File: src/rtl/div_issue_ctrl_pkg.sv
`default_nettype none
// ============================================================================
// Module   : div_pkg
// Brief    : Shared constants and types for the divide issue controller.
// Revision : 1.0
// ============================================================================
package div_pkg;

    localparam int LAT  = 16;
    localparam int TAGW = 4;

    // {dividend sign, divisor sign}
    typedef logic [1:0] sign_code_t;

    typedef struct packed {
        logic       valid;
        logic       is_signed;
        sign_code_t sgn;
        logic       dz;
    } track_meta_t;

    function automatic logic [31:0] mag32(input logic [31:0] v, input logic neg);
        return neg ? (~v + 32'd1) : v;
    endfunction

endpackage
`default_nettype wire

File: src/rtl/div_issue_ctrl_if.sv
`default_nettype none
// ============================================================================
// Module   : div_issue_ctrl_if
// Brief    : EX request / WB result handshake bundle for div_issue_ctrl.
// Revision : 1.0
// ============================================================================
interface div_issue_ctrl_if #(
    parameter int TAGW = div_pkg::TAGW
) ();

    logic            req_valid;
    logic            req_ready;
    logic            req_signed;
    logic [31:0]     req_dividend;
    logic [31:0]     req_divisor;
    logic [TAGW-1:0] req_tag;

    logic            res_valid;
    logic            res_ready;
    logic [31:0]     res_quotient;
    logic [31:0]     res_remainder;
    logic [TAGW-1:0] res_tag;
    logic            res_dz;

    modport master (
        output req_valid, req_signed, req_dividend, req_divisor, req_tag, res_ready,
        input  req_ready, res_valid, res_quotient, res_remainder, res_tag, res_dz
    );

    modport slave (
        input  req_valid, req_signed, req_dividend, req_divisor, req_tag, res_ready,
        output req_ready, res_valid, res_quotient, res_remainder, res_tag, res_dz
    );

endinterface
`default_nettype wire

File: src/rtl/div_issue_ctrl_track_pipe.sv
`default_nettype none
// ============================================================================
// Module   : div_track_pipe
// Brief    : LAT-stage shift register of per-op metadata, lock-stepped with the divider.
// Revision : 1.0
// ============================================================================
module div_track_pipe #(
    parameter int LAT  = div_pkg::LAT,
    parameter int TAGW = div_pkg::TAGW
) (
    input  logic                 clk,
    input  logic                 reset,
    input  logic                 hold,
    input  logic                 clear,
    input  div_pkg::track_meta_t push_meta,
    input  logic [TAGW-1:0]      push_tag,
    output div_pkg::track_meta_t head_meta,
    output logic [TAGW-1:0]      head_tag
);
    import div_pkg::*;

    track_meta_t     r_meta [LAT];
    logic [TAGW-1:0] r_tag  [LAT];

    // Clear takes priority over hold so a flush during a stall drops the held op.
    always_ff @(posedge clk) begin
        if (reset || clear) begin
            for (int i = 0; i < LAT; i++) begin
                r_meta[i] <= '0;
                r_tag[i]  <= '0;
            end
        end else if (!hold) begin
            r_meta[0] <= push_meta;
            r_tag[0]  <= push_tag;
            for (int i = 1; i < LAT; i++) begin
                r_meta[i] <= r_meta[i-1];
                r_tag[i]  <= r_tag[i-1];
            end
        end
    end

    assign head_meta = r_meta[LAT-1];
    assign head_tag  = r_tag[LAT-1];

endmodule
`default_nettype wire

File: src/rtl/div_issue_ctrl.sv
`default_nettype none
// ============================================================================
// Module   : div_issue_ctrl
// Brief    : Issues signed/unsigned divides to a fixed-latency unsigned divider
//            and applies sign fix-up to its results.
// Revision : 1.0
// ============================================================================
module div_issue_ctrl #(
    parameter int LAT  = div_pkg::LAT,
    parameter int TAGW = div_pkg::TAGW
) (
    input  logic                       clk,
    input  logic                       reset,
    input  logic                       flush,
    div_issue_ctrl_if.slave            bus,
    output logic [31:0]                div_dividend,
    output logic [31:0]                div_divisor,
    output logic                       div_stall,
    output logic                       div_flush,
    input  logic [31:0]                div_quotient,
    input  logic [31:0]                div_remainder,
    output logic [$clog2(LAT+1)-1:0]   inflight,
    output logic                       idle
);
    import div_pkg::*;

    localparam int c_CNT_W = $clog2(LAT+1);

    logic               w_res_valid;
    logic               w_stall;
    logic               w_req_ready;
    logic               w_accept;
    logic               w_res_hs;
    logic               w_neg_a;
    logic               w_neg_b;
    logic               w_neg_q;
    logic               w_neg_r;
    track_meta_t        w_push_meta;
    track_meta_t        w_head_meta;
    logic [TAGW-1:0]    w_head_tag;
    logic [31:0]        w_quot_fix;
    logic [31:0]        w_rem_fix;
    logic [c_CNT_W-1:0] r_inflight;

    // Outputs are forced quiet while reset is held, before any edge clears state.
    assign w_res_valid = w_head_meta.valid && !reset;
    assign w_stall     = w_res_valid && !bus.res_ready;
    assign w_req_ready = !reset && !w_stall && !flush;
    assign w_accept    = bus.req_valid && w_req_ready;
    assign w_res_hs    = w_res_valid && bus.res_ready;

    assign w_neg_a = bus.req_signed && bus.req_dividend[31];
    assign w_neg_b = bus.req_signed && bus.req_divisor[31];

    assign div_dividend = mag32(bus.req_dividend, w_neg_a);
    assign div_divisor  = mag32(bus.req_divisor,  w_neg_b);
    assign div_stall    = w_stall;
    assign div_flush    = flush || reset;

    always_comb begin
        w_push_meta           = '0;
        w_push_meta.valid     = w_accept;
        w_push_meta.is_signed = bus.req_signed;
        w_push_meta.sgn       = {w_neg_a, w_neg_b};
        w_push_meta.dz        = (bus.req_divisor == 32'd0);
    end

    div_track_pipe #(
        .LAT  (LAT),
        .TAGW (TAGW)
    ) u_track (
        .clk       (clk),
        .reset     (reset),
        .hold      (w_stall),
        .clear     (flush),
        .push_meta (w_push_meta),
        .push_tag  (bus.req_tag),
        .head_meta (w_head_meta),
        .head_tag  (w_head_tag)
    );

    assign w_neg_q    = w_head_meta.is_signed && (w_head_meta.sgn[1] ^ w_head_meta.sgn[0]);
    assign w_neg_r    = w_head_meta.is_signed && w_head_meta.sgn[1];
    assign w_quot_fix = mag32(div_quotient,  w_neg_q);
    assign w_rem_fix  = mag32(div_remainder, w_neg_r);

    assign bus.req_ready     = w_req_ready;
    assign bus.res_valid     = w_res_valid;
    assign bus.res_quotient  = reset ? 32'd0 : w_quot_fix;
    assign bus.res_remainder = reset ? 32'd0 : w_rem_fix;
    assign bus.res_tag       = reset ? '0    : w_head_tag;
    assign bus.res_dz        = !reset && w_head_meta.dz;

    always_ff @(posedge clk) begin
        if (reset || flush) begin
            r_inflight <= '0;
        end else if (w_accept && !w_res_hs) begin
            r_inflight <= r_inflight + c_CNT_W'(1);
        end else if (!w_accept && w_res_hs) begin
            r_inflight <= r_inflight - c_CNT_W'(1);
        end
    end

    assign inflight = r_inflight;
    assign idle     = (r_inflight == '0);

endmodule
`default_nettype wire

File: src/flat_wrapper.sv
// flat-port wrapper written by rule: the top's interface ports become plain ports
module div_issue_ctrl_flat import div_pkg::*;
#(
    parameter int LAT  = div_pkg::LAT,
    parameter int TAGW = div_pkg::TAGW
)
  (clk, reset, flush, div_dividend, div_divisor, div_stall, div_flush, div_quotient, div_remainder, inflight, idle, bus_req_valid, bus_req_signed, bus_req_dividend, bus_req_divisor, bus_req_tag, bus_res_ready, bus_req_ready, bus_res_valid, bus_res_quotient, bus_res_remainder, bus_res_tag, bus_res_dz);
  div_issue_ctrl_if #(.TAGW(TAGW)) bus_i ();
  input  logic clk;
  input  logic reset;
  input  logic flush;
  output logic [31:0] div_dividend;
  output logic [31:0] div_divisor;
  output logic div_stall;
  output logic div_flush;
  input  logic [31:0] div_quotient;
  input  logic [31:0] div_remainder;
  output logic [$clog2(LAT+1)-1:0] inflight;
  output logic idle;
  input wire logic [$bits(bus_i.req_valid)-1:0] bus_req_valid;
  input wire logic [$bits(bus_i.req_signed)-1:0] bus_req_signed;
  input wire logic [$bits(bus_i.req_dividend)-1:0] bus_req_dividend;
  input wire logic [$bits(bus_i.req_divisor)-1:0] bus_req_divisor;
  input wire logic [$bits(bus_i.req_tag)-1:0] bus_req_tag;
  input wire logic [$bits(bus_i.res_ready)-1:0] bus_res_ready;
  output wire logic [$bits(bus_i.req_ready)-1:0] bus_req_ready;
  output wire logic [$bits(bus_i.res_valid)-1:0] bus_res_valid;
  output wire logic [$bits(bus_i.res_quotient)-1:0] bus_res_quotient;
  output wire logic [$bits(bus_i.res_remainder)-1:0] bus_res_remainder;
  output wire logic [$bits(bus_i.res_tag)-1:0] bus_res_tag;
  output wire logic [$bits(bus_i.res_dz)-1:0] bus_res_dz;
  assign bus_i.req_valid = bus_req_valid;
  assign bus_i.req_signed = bus_req_signed;
  assign bus_i.req_dividend = bus_req_dividend;
  assign bus_i.req_divisor = bus_req_divisor;
  assign bus_i.req_tag = bus_req_tag;
  assign bus_i.res_ready = bus_res_ready;
  assign bus_req_ready = bus_i.req_ready;
  assign bus_res_valid = bus_i.res_valid;
  assign bus_res_quotient = bus_i.res_quotient;
  assign bus_res_remainder = bus_i.res_remainder;
  assign bus_res_tag = bus_i.res_tag;
  assign bus_res_dz = bus_i.res_dz;
  div_issue_ctrl #(.LAT(LAT), .TAGW(TAGW)) u_core (.clk(clk), .reset(reset), .flush(flush), .bus(bus_i), .div_dividend(div_dividend), .div_divisor(div_divisor), .div_stall(div_stall), .div_flush(div_flush), .div_quotient(div_quotient), .div_remainder(div_remainder), .inflight(inflight), .idle(idle));
endmodule
File: config.mk
export PLATFORM = sky130hd
export DESIGN_NAME = div_issue_ctrl_flat
export DESIGN_NICKNAME = d
export VERILOG_FILES = /design/src/rtl/div_issue_ctrl_pkg.sv /design/src/rtl/div_issue_ctrl_if.sv /design/src/rtl/div_issue_ctrl_track_pipe.sv /design/src/rtl/div_issue_ctrl.sv /design/src/flat_wrapper.sv
export SDC_FILE = /design/constraint.sdc
export NUM_CORES = 1
export LEC_CHECK = 0
export BUFFER_PORTS_ARGS = -buffer_cell sky130_fd_sc_hd__buf_2
export CAP_MARGIN = 20
export CORE_MARGIN = 2
export CORE_UTILIZATION = 45
export DETAILED_ROUTE_END_ITERATION = 16
export PLACE_DENSITY = 0.74
export SLEW_MARGIN = 20
export SYNTH_ARGS = -nofsm -noshare
export SYNTH_HDL_FRONTEND = slang
export SYNTH_SLANG_ARGS = --single-unit
File: constraint.sdc
create_clock -name clk -period 6.1 [get_ports clk]
set_input_delay 0.305 -clock clk [delete_from_list [all_inputs] [get_ports clk]]
set_output_delay 0.305 -clock clk [all_outputs]
set_load 0.005 [all_outputs]
==> results of run 1 <==
[per-stage QoR]
stage	power, uW	worst slack (ns)	utilization (%)	hold slack [ns]
finish	2412	2.709	56.82	0.1615
floorplan	1266	1.749	-	0.4967
detailed placement	1427	2.296	53.86	0.5022
global placement	1424	2.403	53.86	0.4989
global route	2513	2.425	56.82	0.1500
CTS	2437	2.740	56.81	0.1404
[worst max-delay path by stage]
stage	from	to	slack [ns]	cells past startpoint
after floorplan	reset	u_core.u_track.r_meta[0][0]	1.75	3
after global placement	reset	u_core.inflight[4]	2.40	15
after detailed placement	reset	u_core.inflight[4]	2.30	15
after CTS	reset	u_core.inflight[4]	2.74	15
after global routing	reset	u_core.inflight[4]	2.43	15
final	reset	u_core.inflight[4]	2.71	15
[synth_stat cells, types with 2 or more instances]
| library cell | n | area, um2 |
|---|---|---|
| nor2_1 | 104 | 390.4 |
| or2_2 | 2 | 12.51 |
| o41ai_2 | 7 | 113.9 |
| nand3b_1 | 2 | 15.01 |
| a21oi_1 | 35 | 175.2 |
| nand2_1 | 28 | 105.1 |
| o21ai_0 | 14 | 70.07 |
| xnor2_1 | 51 | 446.7 |
| ha_1 | 9 | 112.6 |
| and3_1 | 4 | 25.02 |
| edfxtp_1 | 144 | 4324 |
| nand2b_1 | 3 | 18.77 |
| a41oi_1 | 5 | 43.79 |
| o21ai_1 | 11 | 55.05 |
| and2_1 | 148 | 925.9 |
| a21boi_1 | 2 | 15.01 |
| or2_1 | 3 | 18.77 |
| nor3b_1 | 2 | 15.01 |
| dfxtp_1 | 5 | 100.1 |
| nand3_1 | 6 | 30.03 |
| nor4_1 | 14 | 87.58 |
| xor2_1 | 69 | 604.3 |
| buf_4 | 2 | 15.01 |
| nor4_2 | 2 | 25.02 |
| a31oi_1 | 9 | 56.30 |
| clkbuf_1 | 39 | 146.4 |
| inv_1 | 22 | 82.58 |
| or4_1 | 12 | 90.09 |
| o41ai_1 | 14 | 122.6 |
| o31ai_1 | 20 | 150.1 |
| buf_1 | 2 | 7.510 |
| and4_1 | 3 | 26.28 |
| nor2b_1 | 7 | 43.79 |
| or3_1 | 14 | 87.58 |
| nor3_1 | 21 | 105.1 |
| nand4_1 | 3 | 18.77 |
| or4_4 | 3 | 33.78 |
[cell type report]
cell class	count	area, um2
sequential	149	4424
timing repair buffer	285	1439
clock inverter	12	136.4
fill	1713	8377
multi-input combinational	638	4172
clock buffer	20	436.7
tap	265	331.6
inverter	22	82.58
[metal layers]
| layer | vias up | GRT usage (%) | share of wire (%) |
|---|---|---|---|
| met3 | 40 | 5.430 | 7.3 |
| met4 | 0 | 6.949 | 2.4 |
| met2 | 234 | 33.60 | 49 |
| li1 | 3541 | - | - |
| met1 | 3295 | 21.36 | 41 |
| met5 | - | 0 | 0 |
[cells by family (layout without fill, tap and decap cells)]
group | after synthesis | after routing | synth area share [%]
adders and majority gates | 10 | 10 | 1.497
DFF | 149 | 149 | 49.94
muxes | 1 | 1 | 0.1130
xor gates and xnor gates | 120 | 120 | 11.86
and+or+nand+nor | 387 | 387 | 24.15
AOI/OAI and AO/OA | 120 | 120 | 9.363
buffers and inverters | 68 | 339 | 3.079
[sequential cells by signal (all words and copies together) (netlist names)]
register               flops
u_core.u_track.r_tag      64
u_core.u_track.r_meta     80
u_core.inflight            5
[power by group]
part | leakage (uW) | switching [uW] | internal, uW
Combinational | 0.00273 | 162 | 133
Clock | 0.000279 | 371 | 635
Sequential | 0.00181 | 1.66 | 1110
Total | 0.00482 | 535 | 1880
==> flow_summary.ini, run 1 <==
[worst_setup_path]
cpPeakStageDelay_ns = 0.53
worstPathRequired_ns = 6.40
critPathKind = primary input to register
rr_endpoint = u_core.inflight[4]
crit_path_end_kind = register
start_kind = primary input
crit_buf_inv = 5
path_max_fanout = 71
r2r-start = u_core.u_track.r_meta[0][79]
cp_cell_sequence = buf_2 > buf_4 > nor2_2 > buf_4 > o21ai_1 > inv_2 > and2_1 > ha_1 > inv_1 > ha_1 > nor2b_1 > o21a_1 > or4_1 > and4_1 > or2_1
critical_path.slowest_cell = buf_4
cp_top_family = simple AND/OR/NAND/NOR gates
worst_r2r_path_depth = 12
arrival_ns = 3.69
rrSetupSlack_ns = 3.06

[floorplanning]
rows = 51
start_util_pct = 45.67
core_area_um2 = 19400
ios = 281
fp.dieW_um = 144.3
die-area_um2 = 20830
die_h_um = 144.3

[grt]
grt_pass1_vias = 6555
grt_pass1_wl_um = 31150
grt_max_degree = 89
antenna_found_initial = 1
gr-usage-all-layers_pct = 18.81
grt.overflow.total = 0

[placement]
dp_cells = 1359
place_congestion = 0.8681
placed_area_um2 = 10450
portBuffers = 280
dp_hpwl_um = 14430

[logic_synthesis]
synth_seq_cells = 149
async_flop_share_pct = 0
yosysWarnings = 0
yosysSeqAreaShare_pct = 49.94
synth_flop_cell = edfxtp_1
synth.distinct_cells = 51
synth_area_um2 = 8860
synth_edf_count = 144
synth.avg_cell_area_um2 = 10.36
synth_nets = 1003
postSynthCellCount = 855

[sta]
fmax_ghz = 0.2949
clock_skew_ns = 0.008621
fin_crit_sh_pct = 55.59
relSlewSlack_pct = 40.74
final-setup-viol-count = 0
grt_setup_unrepaired = no
fin_crit_ns = 3.391
worst_pin_slew_ns = 0.8807
drv_slew = 0
timing_hold_violations_final = 0
fin_tns_setup_ns = 0

[routing]
drc_errors = 0
vias_per_cell = 5.111
drt_iter0_drc = 432
drt-pass1-iter-count = 4
ant_nets = 0
via_count = 7110
post_drt_wl_per_cell_um = 14.23
drt_wl_total_um = 19790

[cells_and_area]
final_cell_mix = 280 x buf_2, 147 x and2_1, 144 x edfxtp_1
stdcell_count = 1391
layout_commonest_cell = buf_2
syn2layout_area_growth_pct = 24.40
num_antenna_cells = 0
layout-drive-gt1-share_pct = 29.40
finish.net_count = 1261
fin_area_um2 = 11020

[cts]
cts.sinks = 149
cts_resized = 0
cts_tree = yes
clk_latency_ns = 0.42
clk_pin_slew_ns = 0.06
cts_buffer_depth = 2
htree_num_levels = 4
cts_inserted_buffers = 17
cts-root-buf = clkbuf_16
hold_buffers = 0
cts_setup_buffers = 0

[worst_hold_path]
hp-class = primary input to register
min-delay-start = bus_req_tag[0]
hold_depth = 2
hold-path-endpoint = u_core.u_track.r_tag[0][0]

[power]
power_leakage_uw = 0.004822
peakVddDrop_mv = 0.2226
power_density_nw_per_um2 = 218.8

[job]
drv_cap = 0

[run_status]
status = finished, final reports clean
No activity file was read; power rests on OpenSTA's default activity.
==> inputs of run 2 (changes only) <==
Clock period 6.1 ns to 3.3 ns, I/O delays scaled along.
==> flow_summary.ini, run 2 (synthesis gave the netlist of run 1 again) <==
[cells_and_area]
fillCellCount = 1732
seqCellArea_um2 = 4424
layout-drive-gt1-share_pct = 30.36
stdcell_count = 1399
multiInputGateArea_um2 = 4175
largest_register = u_core.u_track.r_meta
fin_area_um2 = 11110
syn2layout_area_growth_pct = 25.45
final_cell_mix = 280 x buf_2, 148 x and2_1, 144 x edfxtp_1
layout_commonest_cell = buf_2
largest_register_ffs = 80
finish.net_count = 1268

[cts]
hold_buffers = 0
cts.sinks = 149
cts_setup_buffers = 0
cts-root-buf = clkbuf_16
clk_pin_slew_ns = 0.06
cts_buffer_depth = 2
cts_tree = yes
htree_num_levels = 4
cts_resized = 0
clk_latency_ns = 0.41
cts_inserted_buffers = 17

[floorplanning]
fp.dieW_um = 144.3
core_area_um2 = 19400
start_util_pct = 45.67
rows = 51
ios = 281
die-area_um2 = 20830
die_h_um = 144.3

[sta]
worst_pin_slew_ns = 1.050
whs_ns = 0.02568
grt_setup_unrepaired = no
final-setup-viol-count = 0
timing_hold_violations_final = 0
fin_crit_ns = 2.793
relSlewSlack_pct = 30.00
fmax_ghz = 0.3581
fin_crit_sh_pct = 84.63
fin_tns_setup_ns = 0
clock_skew_ns = 0.01338
drv_slew = 0

[placement]
placed_area_um2 = 10510
place_congestion = 0.8832
dp_cells = 1366
dp_hpwl_um = 15040
portBuffers = 280

[power]
p_int_uw = 3493
peakVddDrop_mv = 0.4247
p_comb_share_pct = 12.1
seqPwrFrac_pct = 45.1
p_sw_share_pct = 23.22
pwr-share-clk_pct = 42.8
p_sw_uw = 1056
power_uw = 4549
power_leakage_uw = 0.004875
power_density_nw_per_um2 = 409.3

[worst_setup_path]
cp-startpoint = u_core.u_track.r_meta[0][79]
rr_endpoint = u_core.inflight[4]
crit_path_end_kind = register
path_max_fanout = 5
critPathKind = register to register
endpoint = u_core.inflight[4]
worstPathRequired_ns = 3.60
rrSetupSlack_ns = 0.51
start_kind = register
arrival_ns = 3.10
r2r-start = u_core.u_track.r_meta[0][79]
worst_r2r_path_depth = 12

[grt]
grt_pass1_vias = 6616
grt.overflow.total = 0
grt_max_degree = 89
antenna_found_initial = 2
grt_busiest_layer = met2
gr-usage-met3_pct = 4.570
gr-usage-all-layers_pct = 19.33
grt_util_met2_pct = 34.50
grt_pass1_wl_um = 31910
grt_util_met1_pct = 22.48

[routing]
drc_errors = 0
via_count = 7173
drt-pass1-iter-count = 4
vias_per_cell = 5.127
ant_nets = 0
drt_wl_total_um = 20490
drt_iter0_drc = 436
post_drt_wl_per_cell_um = 14.65

[worst_hold_path]
hp-class = primary input to register

[job]
drv_cap = 0

[run_status]
status = finished, final reports clean
[run 2: cell types whose count changed in the layout (fill, tap and decap cells not counted)]
cell	before	now
buf_4	5	12
clkinv_1	5	1
clkinv_4	2	6
clkbuf_1	3	0
inv_6	0	2
and2_1	147	148
and2_2	1	0
clkinvlp_4	0	1
diode_2	0	1
nor2_2	1	0
nor2_4	0	1
[run 2: area by class of cell]
cell class / instances / share of cell area [%]
inverters: 22 / 0.7430
well taps: 265 / 2.983
clock inverters: 15 / 1.632
multi-input cells: 638 / 37.57
diodes: 1 / 0.02251
repair buffers: 292 / 13.42
clock buffers: 17 / 3.828
flip-flops and latches: 149 / 39.81
[run 2: how the worst min path moves through the flow]
stage                                  to  cells after the start      startpoint
6_report       u_core.u_track.r_tag[0][0]                      2  bus_req_tag[0]
5_1_grt        u_core.u_track.r_tag[0][0]                      2  bus_req_tag[0]
4_1_cts        u_core.u_track.r_tag[0][0]                      2  bus_req_tag[0]
3_5_place_dp   u_core.u_track.r_tag[0][0]                      2  bus_req_tag[0]
3_3_place_gp   u_core.u_track.r_tag[0][2]                      2  bus_req_tag[2]
2_1_floorplan                   div_stall                      1   bus_res_ready
[run 2: metal layers]
| metal | part of all wire [%] | up-vias | wire [um] |
|---|---|---|---|
| met4 | 2.5 | 0 | 503 |
| met2 | 50 | 253 | 10190 |
| met3 | 6.8 | 30 | 1393 |
| met1 | 41 | 3335 | 8405 |
| li1 | - | 3555 | - |
| met5 | 0 | - | 0 |
[run 2: metrics by stage]
stage / worst slack, ns / utilization [%]
3_5_place_dp: 0.4534 / 54.15
5_1_grt: 0.3237 / 57.29
4_1_cts: 0.5235 / 57.28
2_1_floorplan: 0.2976 / -
3_3_place_gp: 0.5716 / 54.15
6_report: 0.5073 / 57.29
[run 2: critical path, stage by stage, from the launching register on]
cell and delay [ns]:
edfxtp_1 0.33, nand2b_1 0.11, o21ai_1 0.23, inv_2 0.06, and2_1 0.16, ha_1 0.23, inv_1 0.16, ha_1 0.28
nor2b_1 0.14, o21a_1 0.17, or4_1 0.41, and4_1 0.21, or2_1 0.21
[run 2: power by group through the flow]
stage | sequential [uW] | combinational, uW | clock (uW)
2_1_floorplan | 2090 | 248 | 0
3_3_place_gp | 2090 | 545 | 0
3_5_place_dp | 2090 | 549 | 0
4_1_cts | 2050 | 552 | 1990
5_1_grt | 2050 | 608 | 2080
6_report | 2050 | 550 | 1950
==> inputs of run 3 (changes only) <==
Settings changed: PLACE_DENSITY 0.74 to 0.77.
Clock period 3.3 ns to 2.3 ns, I/O delays scaled along.
==> flow_summary.ini, run 3 (synthesis gave the netlist of run 1 again) <==
[cells_and_area]
final_cell_mix = 278 x buf_2, 147 x and2_1, 144 x edfxtp_1
seqCellArea_um2 = 4424
layout_commonest_cell = buf_2
fin_area_um2 = 11510
largest_register = u_core.u_track.r_meta
multiInputGateArea_um2 = 4287
finish.net_count = 1297
largest_register_ffs = 80
syn2layout_area_growth_pct = 29.95
fin_util_pct = 59.35
fillCellCount = 1639
layout-drive-gt1-share_pct = 32.79

[power]
p_int_uw = 4957
seqPwrFrac_pct = 45.0
power_leakage_uw = 0.005041
p_sw_uw = 1583
power_density_nw_per_um2 = 568.0
p_sw_share_pct = 24.20
pwr-share-clk_pct = 42.2
peakVddDrop_mv = 0.5835
power_uw = 6540
p_comb_share_pct = 12.8

[floorplanning]
fp.dieW_um = 144.3
rows = 51
core_area_um2 = 19400
die_h_um = 144.3
start_util_pct = 45.67
ios = 281
die-area_um2 = 20830

[cts]
cts.sinks = 149
htree_num_levels = 4
clk_latency_ns = 0.40
cts-root-buf = clkbuf_16
cts_inserted_buffers = 17
cts_tree = yes
clk_pin_slew_ns = 0.06
cts_buffer_depth = 2

[worst_setup_path]
crit_path_end_kind = register
cpPeakStageDelay_ns = 0.49
arrival_ns = 2.80
critPathKind = register to register
critical_path.slowest_cell = or4_4
cp_top_family = simple AND/OR/NAND/NOR gates
path_max_fanout = 3
start_kind = register
crit_top_cell = ha_4
crit_buf_inv = 2
cp_cell_sequence = nand2b_4 > o21ai_4 > inv_2 > and2_4 > ha_4 > inv_4 > ha_4 > nor2b_1 > o21a_1 > or4_4 > and4_1 > or2_1
worstPathRequired_ns = 2.60

[grt]
grt.overflow.total = 0
antenna_found_initial = 5
grt_max_degree = 89
gr-usage-all-layers_pct = 19.26
grt_pass1_vias = 6778
grt_pass1_wl_um = 31930

[placement]
place_congestion = 0.9036
portBuffers = 280
dp_hpwl_um = 14700
placed_area_um2 = 10720

[sta]
fin_crit_ns = 2.501
drv_slew = 0
worst_slack_ns = -0.2006
fin_crit_sh_pct = 108.7
final-setup-viol-count = 1
clock_skew_ns = 0.005310
fmax_ghz = 0.3999
relSlewSlack_pct = 53.31
grt_setup_unrepaired = yes
timing_hold_violations_final = 0
worst_pin_slew_ns = 0.6986

[routing]
drc_errors = 0
drt_iter0_drc = 456
vias_per_cell = 5.116
drt-pass1-iter-count = 4
post_drt_wl_per_cell_um = 14.58
drt_wl_total_um = 20870
ant_nets = 0
via_count = 7326

[worst_hold_path]
hp-class = primary input to register

[run_status]
violations = setup timing
status = finished with violations

[job]
drv_cap = 0
-- run 3: cell count changes in the layout (fill, tap and decap cells not counted), moves of 2 or more --
cell,change
buf_4,+21
diode_2,+4
dlygate4sd3_1,+4
buf_12,+3
clkinv_4,-3
ha_1,-3
o41ai_4,+3
buf_2,-2
buf_6,+2
clkinvlp_4,+2
ha_4,+2
inv_6,+2
inv_8,+2
o41ai_2,-2
-- run 3: path summary, 6_finish.rpt --
kind / cells after the start / slack (ns) / to / from
hold reg to reg: 1 / 0.52 / u_core.u_track.r_tag[0][10] / u_core.u_track.r_tag[0][6]
setup reg to reg: 12 / -0.20 / u_core.inflight[4] / u_core.u_track.r_meta[0][79]
hold / removal: 2 / 0.02 / u_core.u_track.r_meta[0][4] / bus_req_valid
setup / recovery: 12 / -0.20 / u_core.inflight[4] / u_core.u_track.r_meta[0][79]
-- run 3: layout make-up --
type	instances	area share (%)
well taps	265	2.880
clock inverters	15	1.489
multi-input cells	638	37.23
repair buffers	321	15.43
diodes	5	0.1087
clock buffers	17	3.695
flip-flops and latches	149	38.43
inverters	22	0.7390
-- run 3: worst reg2reg max path: stages (launching register included) --
cell      delay, ns
edfxtp_1       0.37
nand2b_4       0.08
o21ai_4        0.16
inv_2          0.05
and2_4         0.14
ha_4           0.16
inv_4          0.07
ha_4           0.19
nor2b_1        0.12
o21a_1         0.21
or4_4          0.49
and4_1         0.16
or2_1          0.19
-- run 3: stage by stage --
| step | hold slack, ns | instances | worst slack, ns | setup TNS, ns |
|---|---|---|---|---|
| after floorplan | 0.2611 | 855 | -0.3256 | -0.3256 |
| after global placement | 0.3898 | 1385 | -0.1286 | -0.1286 |
| after detailed placement | 0.3973 | 1385 | -0.1650 | -0.1650 |
| after CTS | 0.01165 | 1427 | -0.1600 | -0.1600 |
| after global routing | 0.03591 | 1431 | -0.2748 | -0.3139 |
| final | 0.02380 | 1432 | -0.2006 | -0.2006 |
-- run 3: power groups by stage --
| stage | registers [uW] | clock network, uW | logic (uW) |
|---|---|---|---|
| after floorplan | 3000 | 0 | 364 |
| after global placement | 3000 | 0 | 795 |
| after detailed placement | 3000 | 0 | 799 |
| after CTS | 2940 | 2810 | 819 |
| after global routing | 2950 | 2910 | 921 |
| final | 2950 | 2760 | 836 |
-- run 3: metal layers --
layer | part of all wire [%] | global-route usage (%) | vias up
li1 | - | - | 3618
met1 | 40 | 21.77 | 3350
met2 | 49 | 33.97 | 318
met3 | 7.2 | 4.503 | 40
met4 | 3.4 | 9.862 | 0
met5 | 0 | 0 | -
-- run 3: what timing repair did --
item                                   CTS  global route
setup endpoints to repair                1            10
gates resized for setup                  2            17
buffers inserted                         6             0
endpoints found under the hold margin    4             0
pin swaps                                4             5
hold buffers                             4             0
